===== src/rtl/uart_pkg.sv =====
// Shared UART receiver types and constants.
// Receiver FSM encoding and parity mode selectors.
package uart_pkg;

  typedef enum logic [2:0] {
    IDLE  = 3'd0,
    START = 3'd1,
    DATA  = 3'd2,
    PAR   = 3'd3,
    STOP  = 3'd4
  } rx_state_t;

  localparam int PAR_NONE = 0;
  localparam int PAR_ODD  = 1;
  localparam int PAR_EVEN = 2;

endpackage


===== src/rtl/sync_fifo.sv =====
// Synchronous FIFO, first-word fall-through.
// Extra pointer bit separates full from empty.
module sync_fifo #(
  parameter int WIDTH = 8,
  parameter int DEPTH = 4
) (
  input  logic                     clk,
  input  logic                     rst_n,
  input  logic                     push,
  input  logic                     pop,
  input  logic [WIDTH-1:0]         din,
  output logic [WIDTH-1:0]         dout,
  output logic                     full,
  output logic                     empty,
  output logic [$clog2(DEPTH):0]   count
);

  localparam int AW = $clog2(DEPTH);

  logic [WIDTH-1:0] mem [DEPTH];
  logic [AW:0]      wr_ptr;
  logic [AW:0]      rd_ptr;
  logic             do_push;
  logic             do_pop;

  assign empty   = (wr_ptr == rd_ptr);
  assign count   = wr_ptr - rd_ptr;
  assign full    = (count == (AW+1)'(DEPTH));
  assign do_pop  = pop & ~empty;
  assign do_push = push & (~full | pop);
  assign dout    = empty ? '0 : mem[rd_ptr[AW-1:0]];

  // Pointer advance; a pop frees the slot written in the same cycle
  always_ff @(posedge clk) begin
    if (!rst_n) begin
      wr_ptr <= '0;
      rd_ptr <= '0;
    end else begin
      if (do_push) wr_ptr <= wr_ptr + 1'b1;
      if (do_pop)  rd_ptr <= rd_ptr + 1'b1;
    end
  end

  // Storage write
  always_ff @(posedge clk) begin
    if (do_push) mem[wr_ptr[AW-1:0]] <= din;
  end

endmodule


===== src/rtl/uart_rx_fifo.sv =====
// UART receiver with mid-bit sampling, parity/frame checks
// and a receive FIFO with overrun detection.
module uart_rx_fifo
  import uart_pkg::*;
#(
  parameter int CLK_PER_BIT = 5208,
  parameter int DATA_BITS   = 8,
  parameter int PARITY      = 0,
  parameter int STOP_BITS   = 1,
  parameter int FIFO_DEPTH  = 4
) (
  input  logic                          sysclk,
  input  logic                          Reset_n,
  input  logic                          UART_IN,
  input  logic                          rd_en,
  output logic [DATA_BITS-1:0]          rx_data,
  output logic                          rx_valid,
  output logic                          fifo_full,
  output logic [$clog2(FIFO_DEPTH):0]   rx_count,
  output logic                          parity_err,
  output logic                          frame_err,
  output logic                          overrun_err
);

  localparam int CW = $clog2(CLK_PER_BIT);
  localparam logic [CW-1:0] CPB_LAST  = CW'(CLK_PER_BIT - 1);
  localparam logic [CW-1:0] HALF_LAST = CW'(CLK_PER_BIT / 2 - 1);
  localparam logic [2:0]    D_LAST    = 3'(DATA_BITS - 1);
  localparam logic [2:0]    S_LAST    = 3'(STOP_BITS - 1);

  rx_state_t            state;
  logic [CW-1:0]        cyc;
  logic [2:0]           bit_cnt;
  logic [DATA_BITS-1:0] shreg;
  logic                 par_bit;
  logic                 stop_err;
  logic                 sync1;
  logic                 rx_s;
  logic                 rx_prev;
  logic                 fall;
  logic                 samp;
  logic                 last_stop;
  logic                 stop_bad;
  logic                 par_x;
  logic                 par_bad;
  logic                 push_req;
  logic                 fifo_empty;

  // Two-flop synchroniser plus edge history
  always_ff @(posedge sysclk) begin
    if (!Reset_n) begin
      sync1   <= 1'b1;
      rx_s    <= 1'b1;
      rx_prev <= 1'b1;
    end else begin
      sync1   <= UART_IN;
      rx_s    <= sync1;
      rx_prev <= rx_s;
    end
  end

  // Sample strobes and end-of-frame verdict
  always_comb begin
    fall      = rx_prev & ~rx_s;
    samp      = (state == START) ? (cyc == HALF_LAST)
                                 : (cyc == CPB_LAST);
    last_stop = (state == STOP) & samp & (bit_cnt == S_LAST);
    stop_bad  = stop_err | ~rx_s;
    par_x     = (^shreg) ^ par_bit;
    par_bad   = 1'b0;
    if (PARITY == PAR_ODD)  par_bad = ~par_x;
    if (PARITY == PAR_EVEN) par_bad = par_x;
    push_req  = last_stop & ~stop_bad & ~par_bad;
  end

  // Receiver FSM with registered error pulses
  always_ff @(posedge sysclk) begin
    if (!Reset_n) begin
      state       <= IDLE;
      cyc         <= '0;
      bit_cnt     <= '0;
      shreg       <= '0;
      par_bit     <= 1'b0;
      stop_err    <= 1'b0;
      parity_err  <= 1'b0;
      frame_err   <= 1'b0;
      overrun_err <= 1'b0;
    end else begin
      parity_err  <= 1'b0;
      frame_err   <= 1'b0;
      overrun_err <= push_req & fifo_full & ~rd_en;
      unique case (state)
        IDLE: begin
          cyc      <= '0;
          bit_cnt  <= '0;
          stop_err <= 1'b0;
          if (fall) state <= START;
        end
        START: begin
          if (samp) begin
            cyc   <= '0;
            state <= rx_s ? IDLE : DATA;
          end else begin
            cyc <= cyc + 1'b1;
          end
        end
        DATA: begin
          if (samp) begin
            cyc   <= '0;
            shreg <= {rx_s, shreg[DATA_BITS-1:1]};
            if (bit_cnt == D_LAST) begin
              bit_cnt <= '0;
              state   <= (PARITY != PAR_NONE) ? PAR : STOP;
            end else begin
              bit_cnt <= bit_cnt + 1'b1;
            end
          end else begin
            cyc <= cyc + 1'b1;
          end
        end
        PAR: begin
          if (samp) begin
            cyc     <= '0;
            par_bit <= rx_s;
            state   <= STOP;
          end else begin
            cyc <= cyc + 1'b1;
          end
        end
        STOP: begin
          if (samp) begin
            cyc <= '0;
            if (last_stop) begin
              bit_cnt    <= '0;
              stop_err   <= 1'b0;
              frame_err  <= stop_bad;
              parity_err <= ~stop_bad & par_bad;
              state      <= IDLE;
            end else begin
              bit_cnt  <= bit_cnt + 1'b1;
              stop_err <= stop_err | ~rx_s;
            end
          end else begin
            cyc <= cyc + 1'b1;
          end
        end
        default: state <= IDLE;
      endcase
    end
  end

  sync_fifo #(
    .WIDTH (DATA_BITS),
    .DEPTH (FIFO_DEPTH)
  ) u_fifo (
    .clk   (sysclk),
    .rst_n (Reset_n),
    .push  (push_req),
    .pop   (rd_en),
    .din   (shreg),
    .dout  (rx_data),
    .full  (fifo_full),
    .empty (fifo_empty),
    .count (rx_count)
  );

  assign rx_valid = ~fifo_empty;

endmodule


===== config.mk =====
export PLATFORM = sky130hd
export DESIGN_NAME = uart_rx_fifo
export DESIGN_NICKNAME = d
export VERILOG_FILES = /design/src/rtl/uart_pkg.sv /design/src/rtl/sync_fifo.sv /design/src/rtl/uart_rx_fifo.sv
export SDC_FILE = /design/constraint.sdc
export NUM_CORES = 1
export LEC_CHECK = 0
export ABC_AREA = 1
export CORE_MARGIN = 2
export CORE_UTILIZATION = 53
export DETAILED_ROUTE_END_ITERATION = 10
export HOLD_SLACK_MARGIN = 0.06
export PLACE_DENSITY = 0.75
export SYNTH_ARGS = -nofsm -noshare
export SYNTH_HDL_FRONTEND = slang
export SYNTH_SLANG_ARGS = --single-unit

===== constraint.sdc =====
create_clock -name sysclk -period 2.7 [get_ports sysclk]
set_input_delay 0.27 -clock sysclk [delete_from_list [all_inputs] [get_ports sysclk]]
set_output_delay 0.27 -clock sysclk [all_outputs]
set_load 0.01 [all_outputs]

# Word-level counts from Yosys, hierarchy flattened
# Memory sizes are Yosys's and may differ from the RTL's. A register that Yosys moved wholly into a read port is not among the register bits.
# Index checks and enable logic that the tools add are counted.
# op_classes
muxes	25
addsub	5
bitwise	15
n_reduce_logical	11
n_eq_ne	16
# op_table
operator	n
2-to-1 mux 3 bit	11
case mux 13 bit (2 select lines)	1
case mux 3 bit (5 select lines)	1
!= test 2 bit (second input constant)	7
adder 13 x 1 -> 13 bit (second input constant)	1
equality test 13 x 12 -> 1 bit (second input constant)	1
equality test 13 bit (second input constant)	1
2-to-1 mux 13 bit	1
adder 3 x 1 -> 3 bit (second input constant)	3
equality test 3 bit (second input constant)	3
case mux 3 bit (3 select lines)	1
AND 1 bit	8
2-to-1 mux 8 bit	1
AND reduction 7 bit	1
equality test 3 x 2 -> 1 bit (second input constant)	2
zero test 3 bit	2
2-to-1 mux 2 bit	3
2-to-1 mux 1 bit	5
NOT 1 bit	5
AND reduction 2 bit	2
AND reduction 4 bit	1
nonzero test 2 bit	2
OR reduction 4 bit	1
equality test 3 x 1 -> 1 bit (second input constant)	1
6 further kinds	7
# totals
out_inout_bits	16
wordCells	85
ram_bits	32
memories	1
regBits	39
# memory_table
memory	depth	width	rd	rd_clocked_by_memory_dff	wr	line_no	source
u_fifo.mem	4	8	1	1	1	sync_fifo.sv:20	logic [WIDTH-1:0] mem [DEPTH];

# Depth between registers and ports, before layout
# Gate-level depths: netlist of the first run.
# depth
word_depth	8
mapped_depth	12

# By module
# From an unflattened synthesis of the first run, not the netlist that was laid out.
# hier_totals
hier_cells	413
area_unflattened_um2	3442.1
# by_module_without_submodules
module	n_inst	area_each_um2	cells_per_inst
sync_fifo	1	1769.2	167
uart_rx_fifo	1	1672.9	246

# Least setup slack after synthesis of the first run
# OpenSTA, ideal clock, no wires.
# synth_path
path_type	register to register
start	register u_fifo.wr_ptr[0]
end	memory u_fifo.mem[2][0] (enable)
arrival_ns	1.920
setup_slack_ns	0.410
stages_incl_launch_ff	10
path_buffers	0
path_cell_list	dfxtp_1 inv_1 ha_1 fa_1 xor2_1 nand4_1 nand2_1 inv_1 nand2_2 nor2_1
# synth_between
elab_chain_len	7
# synth_lines
element	line_no	source
start, declared	sync_fifo.sv:21	logic [AW:0] wr_ptr;
start signal, assigned	sync_fifo.sv:39	if (do_push) wr_ptr <= wr_ptr + 1'b1;
subtractor 3 bit	sync_fifo.sv:27	assign count = wr_ptr - rd_ptr;
named net rx_count[2]	uart_rx_fifo.sv:19	output logic [$clog2(FIFO_DEPTH):0] rx_count,
equality test 3 bit	sync_fifo.sv:28	assign full = (count == (AW+1)'(DEPTH));
NOT 1 bit	sync_fifo.sv:30	assign do_push = push & (~full | pop);
bitwise OR 1 bit	sync_fifo.sv:30	
AND 1 bit	sync_fifo.sv:30	
2-to-1 mux 1 bit	sync_fifo.sv:46	if (do_push) mem[wr_ptr[AW-1:0]] <= din;
2-to-1 mux 1 bit (not written as such)	sync_fifo.sv:46	
end, declared	sync_fifo.sv:20	
# The timed path passes the listed nets, and every way through them passes these cells.

# Worst setup path after layout of the first run
# layout_path
start	register u_fifo.wr_ptr[0]
end	output port fifo_full
# layout_between
elab_chain_len	2
# layout_lines
element	line_no	source
subtractor 3 bit	sync_fifo.sv:27	
equality test 3 bit	sync_fifo.sv:28	
end, declared	uart_rx_fifo.sv:18	output logic fifo_full,
# No other way between the ends.

==> impl_metrics.csv, run 1 <==
group,metric,value,unit
timing,worst_slack,0.172,ns
cts,cts_root_buf,"clkbuf_8",
timing,timing.fmax,396,MHz
placed_design,place_inst,492,
global_routing,grt_pass1_wl,11.0,mm
cts,htree_num_levels,3,
synthesis,synth_top_area_share,28.4,%
timing,setup-violations-final,0,
critical_path,cp_data_required_time,2.43,ns
synthesis,ys_seq_area_share,52.7,%
worst_hold_path,hold_class,"flop to flop",
synthesis,async_reset_ff_share,0,%
floorplanning,die_area,0.00703,sq mm
global_routing,grtUsageTotal,19.6,%
synthesis,synthCells,402,
critical_path,slowest_stage,"clkdlybuf4s50_1",
floorplanning,core_area,0.00624,sq mm
critical_path,cp_cell_sequence,"inv_1 > ha_1 > fa_1 > xor2_2 > nand2_1 > nor2_1 > clkdlybuf4s50_1",
synthesis,postSynthAreaPerCell,8.40,sq um
placed_design,pre_cts_ws,0.456,ns
synthesis,synth_ff_type,"dfxtp_1",
critical_path,worstSetupPathDepth,7,
power_and_ir_drop,p_per_area,681,mW/mm^2
critical_path,crit_arrival,2.26,ns
layout,fill_cells,537,
placed_design,dp_hpwl,4.47,mm
synthesis,post-synth-top-count-cell,"nor2_1",
cts,cts_tree,"yes",
critical_path,r2r_slack,0.32,ns
synthesis,synth_top_area_cell,"edfxtp_1",
floorplanning,die_w,83.8,um
floorplanning,start_util,54.1,%
global_routing,grt_pass1_vias,2576,
synthesis,synth_edf_count,32,
critical_path,r2r_cells,11,
detailed_routing,drtAntennaViolNets,0,
timing,fin_skew,0.00758,ns
critical_path,r2r-start,"u_fifo.wr_ptr[0]",
critical_path,critPathMaxStageDelay,0.53,ns
power_and_ir_drop,p_leak,1.53,nW
timing,slew_viol_final,0,
synthesis,synth-seq-cells,73,
critical_path,critPathTopFamily,"buffers and inverters",
cts,clock_latency,0.35,ns
layout,multi_input_area,0.00137,sq mm
synthesis,syn-num-nets,418,
detailed_routing,routed_via_density,5.15,
timing,period_share,93.6,%
run_status,status,"completed",
job,cap_violations,0,
cts,cts_buffers,9,
layout,area_growth,13.9,%
cts,clk_path_buf_depth,2,
synthesis,ys_warn_count,0,
critical_path,cp_max_fo,5,
critical_path,r2r_end,"u_fifo.mem[0][2]",
synthesis,yosys.cell_types.count,31,
detailed_routing,drt-wirelength-per-cell,12.3,um
global_routing,antenna_found_initial,0,
placed_design,port_buffers,18,
critical_path,cp-end-kind,"output pin",
critical_path,endpoint,"fifo_full",
timing,fin_hold_ws,0.416,ns
layout,fin_nets,443,
layout,num_antenna_cells,0,
floorplanning,fp-row-count,29,
global_routing,grt_start_max_net_pins,24,
critical_path,start_kind,"flop",
critical_path,critPathBufInv,2,
detailed_routing,drtPass1Iterations,4,
synthesis,ys_top_cells_by_count,"nor2_1 (73), nand2_1 (64), inv_1 (45)",
power_and_ir_drop,ir_drop,0.421,mV
floorplanning,die_y,83.8,um
detailed_routing,num_vias,2621,
layout,final-seq-area,0.00178,sq mm
detailed_routing,drtIter0Drc,93,
global_routing,overflow,0,
floorplanning,ios,20,
detailed_routing,route.detailed.drc,0,
timing,hold_viol_final,0,
critical_path,cp-startpoint,"u_fifo.wr_ptr[0]",
synthesis,synthesis.area,0.00338,sq mm
layout,layoutNonFillerInstCount,509,
cts,cts.sinks,73,
cts,clk_pin_slew,0.08,ns
detailed_routing,routed_wl,6.26,mm
placed_design,routabilityCongestion,0.817,
layout,drive_above_1_share,9.26,%
synthesis,synthTopCellsByArea,"edfxtp_1 (28%), dfxtp_1 (24%), nor2_1 (8.1%), nand2_1 (7.1%), o21ai_0 (5.5%)",
critical_path,worstSetupPathType,"flop to output pin",
timing,period_needed,2.53,ns
==> sequential cells by signal, indices dropped and copies added, names as in the netlist, 3 cells and up, named ones only <==
signal,count
bit_cnt,3
cyc,13
shreg,8
state,3
u_fifo.mem,32
u_fifo.rd_ptr,3
u_fifo.wr_ptr,3
==> metal layers <==
layer  vias to the layer above  GRT usage (%)  share of wire, %
met5                         -              0                 0
met4                         0           9.82               1.5
met3                         7           5.14               2.7
met2                        42           33.0                50
met1                      1207           23.2                46
li1                       1365              -                 -
==> how the worst min path moves through the flow <==
stage / start / to / depth (start not counted)
after floorplan: Reset_n / rx_prev / 1
after global placement: sync1 / rx_s / 1
after detailed placement: sync1 / rx_s / 1
after CTS: sync1 / rx_s / 1
after global routing: sync1 / rx_s / 1
final: sync1 / rx_s / 1
==> area by class of cell <==
| cell class | count | share of cell area (%) |
|---|---|---|
| clock buffers | 9 | 3.22 |
| flip-flops and latches | 73 | 46.3 |
| clock inverters | 7 | 1.56 |
| repair buffers | 25 | 6.05 |
| inverters | 49 | 4.78 |
| multi-input cells | 269 | 35.6 |
| well taps | 77 | 2.50 |
==> through the flow <==
| stage | total power [W] | area, sq um | utilization [%] | setup TNS (ns) |
|---|---|---|---|---|
| CTS | 0.00265 | 3830 | 61.4 | 0 |
| floorplan | 0.00172 | 3380 | - | 0 |
| global route | 0.00279 | 3850 | 61.6 | -0.00686 |
| global placement | 0.00184 | 3650 | 58.4 | 0 |
| finish | 0.00262 | 3850 | 61.6 | 0 |
| detailed placement | 0.00186 | 3650 | 58.4 | 0 |
==> layout by cell type (no fill, tap or decap), types with 3 or more instances in the layout <==
cell and n:
a21oi_1 30, buf_4 7, clkbuf_8 9, clkdlybuf4s50_1 18
dfxtp_1 41, edfxtp_1 32, ha_1 11, inv_1 45
inv_2 3, inv_6 4, nand2_1 64, nand2_2 3
nand3_1 20, nand4_1 6, nor2_1 73, nor3_1 7
o21ai_0 37, or2_2 3
==> cell families after synthesis <==
group                      synth area share, %
other                                    0.111
AOI/OAI and AO/OA                         11.4
and+or+nand+nor                           23.6
DFF                                       52.7
adders and majority gates                 4.67
xor gates and xnor gates                 0.519
buffers and inverters                     7.00
==> timing repair <==
action,4_1_cts,5_1_grt
setup endpoints to repair,0,6
resized for setup,0,2
buffers inserted,0,1
hold buffers,0,0
==> power by group <==
| part | switching, W | leakage (nW) | internal, W | total (W) |
|---|---|---|---|---|
| clock network | 0.000435 | 0.0912 | 0.000349 | 0.000784 |
| registers | 0.0000399 | 0.704 | 0.00119 | 0.00123 |
| logic | 0.000412 | 0.739 | 0.000194 | 0.000606 |
| total | 0.000887 | 1.53 | 0.00173 | 0.00262 |
No activity file was read; power rests on OpenSTA's default activity.
==> inputs of run 2 (changes only) <==
--- a/config.mk
+++ b/config.mk
@@ -6,6 +6,7 @@
 export NUM_CORES = 1
 export LEC_CHECK = 0
 export ABC_AREA = 1
+export CORE_ASPECT_RATIO = 1.1
 export CORE_MARGIN = 2
 export CORE_UTILIZATION = 53
 export DETAILED_ROUTE_END_ITERATION = 10
==> run 2 against run 1 <==
Effect of this change: utilization up 1.0 points; critical path depth down 1; non-clock buffer count unchanged; combinational power up 0.8%; wire length up 0.72%; via count down 0.84%; clock power down 0.6%; hold slack worse by 0.0024 ns; clock skew about the same; sequential cell count unchanged; setup slack worse by 0.015 ns; register-to-register slack better by 0.09 ns; largest cell class unchanged.
==> impl_metrics.csv, run 2 (synthesis results as in run 1) <==
group,metric,value,unit
layout,drive_above_1_share,9.26,%
detailed_routing,num_vias,2599,
detailed_routing,routed_wl,6.30,mm
timing,timing.fmax,393,MHz
critical_path,start_kind,"flop",
layout,num_antenna_cells,0,
floorplanning,start_util,54.9,%
critical_path,worstSetupPathDepth,6,
floorplanning,fp-row-count,30,
critical_path,slowest_stage,"clkdlybuf4s50_1",
detailed_routing,routed_via_density,5.08,
layout,final_cell_mix,"nor2_1 (73), nand2_1 (64), inv_1 (45)",
power_and_ir_drop,ir_drop,0.399,mV
floorplanning,die_w,80.1,um
layout,fin_nets,443,
timing,slew_viol_final,0,
timing,fin_hold_ws,0.414,ns
global_routing,grt_pass1_wl,10.6,mm
critical_path,worstSetupPathType,"flop to output pin",
critical_path,r2r_end,"u_fifo.mem[0][7]",
floorplanning,ios,20,
timing,hold_viol_final,0,
critical_path,cp_data_required_time,2.43,ns
timing,period_share,94.2,%
critical_path,cp_cell_sequence,"inv_1 > ha_1 > nand4_1 > clkinvlp_4 > a21oi_1 > clkdlybuf4s50_1",
placed_design,dp_hpwl,4.56,mm
layout,largest_register_ff_count,32,
detailed_routing,drtPass1Iterations,4,
timing,worst_slack,0.157,ns
layout,fill_cells,565,
timing,fin_skew,0.00803,ns
layout,area_growth,14.1,%
timing,period_needed,2.54,ns
global_routing,grt_pass1_vias,2429,
placed_design,routabilityCongestion,0.822,
detailed_routing,drtIter0Drc,163,
layout,final_common_cell,"nor2_1",
floorplanning,die_y,87.7,um
run_status,status,"completed",
power_and_ir_drop,power,0.00262,W
critical_path,critPathBufInv,3,
placed_design,pre_cts_ws,0.438,ns
floorplanning,die_area,0.00703,sq mm
cts,cts_root_buf,"clkbuf_8",
critical_path,critPathTopFamily,"buffers and inverters",
power_and_ir_drop,p_leak,1.55,nW
critical_path,cp_max_fo,9,
cts,cts_buffers,9,
cts,clk_path_buf_depth,2,
critical_path,critPathMaxStageDelay,0.56,ns
job,cap_violations,0,
cts,cts.sinks,73,
critical_path,r2r_slack,0.41,ns
cts,clock_latency,0.34,ns
worst_hold_path,hold_class,"flop to flop",
power_and_ir_drop,p_per_area,678,mW/mm^2
floorplanning,core_area,0.00616,sq mm
detailed_routing,drt-wirelength-per-cell,12.3,um
detailed_routing,route.detailed.drc,0,
critical_path,r2r-start,"u_fifo.wr_ptr[0]",
cts,htree_num_levels,3,
cts,clk_pin_slew,0.08,ns
layout,final_util,62.6,%
timing,fin_setup_tns,0,ns
cts,post_cts_buffers,0,
critical_path,cp-startpoint,"u_fifo.wr_ptr[0]",
cts,cts_tree,"yes",
timing,grt_setup_unrepaired,"false",
global_routing,antenna_found_initial,0,
critical_path,r2r_cells,10,
global_routing,grtUsageTotal,19.6,%
global_routing,overflow,0,
critical_path,crit_arrival,2.27,ns
timing,setup-violations-final,0,
critical_path,cp-end-kind,"output pin",
global_routing,grt_start_max_net_pins,24,
placed_design,port_buffers,18,
detailed_routing,drtAntennaViolNets,0,
critical_path,endpoint,"rx_data[5]",
==> run 2: changes by cell type in the layout (fill, tap and decap cells not counted), sizes merged <==
| cell | before | now |
|---|---|---|
| clkinvlp | 1 | 4 |
| clkinv | 3 | 1 |
| clkdlybuf4s50 | 18 | 17 |
| dlymetal6s2s | 0 | 1 |
| inv | 52 | 51 |
==> run 2: final cells by class <==
type / count / area [sq um] / share of cell area [%]
Multi-Input combinational cell: 269 / 1370 / 35.5
Inverter: 49 / 188 / 4.87
Timing Repair Buffer: 25 / 235 / 6.10
Sequential cell: 73 / 1780 / 46.2
Clock inverter: 7 / 60.1 / 1.56
Tap cell: 80 / 100 / 2.60
Clock buffer: 9 / 124 / 3.21
==> run 2: metrics by stage <==
stage	std cells	instance area, sq um
after detailed placement	496	3660
after CTS	512	3840
final	512	3860
after floorplan	402	3380
after global placement	496	3660
after global routing	512	3860
==> run 2: routing by layer <==
| metal | wire (um) | share of wire, % | global-route usage (%) |
|---|---|---|---|
| met3 | 218 | 3.5 | 4.43 |
| met1 | 2730 | 43 | 22.7 |
| met2 | 3270 | 52 | 35.5 |
| met4 | 93 | 1.5 | 6.93 |
| met5 | 0 | 0 | 0 |
==> run 2: worst min path at each step <==
stage	end	slack [ns]	cells after the start	start
final	rx_s	0.41	1	sync1
after global routing	rx_s	0.44	1	sync1
after CTS	rx_s	0.42	1	sync1
after detailed placement	rx_s	0.40	1	sync1
after global placement	rx_s	0.39	1	sync1
after floorplan	rx_prev	0.35	1	Reset_n
==> run 2: report_power, final <==
group / leakage (nW) / switching (W) / total [W] / internal (W)
registers: 0.704 / 0.0000372 / 0.00123 / 0.00119
logic: 0.757 / 0.000418 / 0.000611 / 0.000193
clock network: 0.0848 / 0.000430 / 0.000779 / 0.000349
total: 1.55 / 0.000886 / 0.00262 / 0.00173
==> run 2: worst register-to-register path, cell delays in order, from the launching register on <==
cell and delay (ns):
dfxtp_1 0.38, inv_1 0.11, ha_1 0.20, fa_1 0.41
xor2_2 0.20, nand4_1 0.12, nand2_1 0.06, inv_1 0.09
nand2_2 0.11, nor2_1 0.12, buf_4 0.19
==> run 2: what timing repair did <==
action                     CTS  global route
setup endpoints to repair    0             6
hold buffers                 0             0
gates resized for setup      0             3
==> inputs of run 3 (changes only) <==
--- a/config.mk
+++ b/config.mk
@@ -10,7 +10,7 @@
 export CORE_MARGIN = 2
 export CORE_UTILIZATION = 53
 export DETAILED_ROUTE_END_ITERATION = 10
-export HOLD_SLACK_MARGIN = 0.06
+export HOLD_SLACK_MARGIN = 0.12
 export PLACE_DENSITY = 0.75
 export SYNTH_ARGS = -nofsm -noshare
 export SYNTH_HDL_FRONTEND = slang
==> results of run 3 <==
No change in the layout: final DEF, timing and power equal those of run 2.
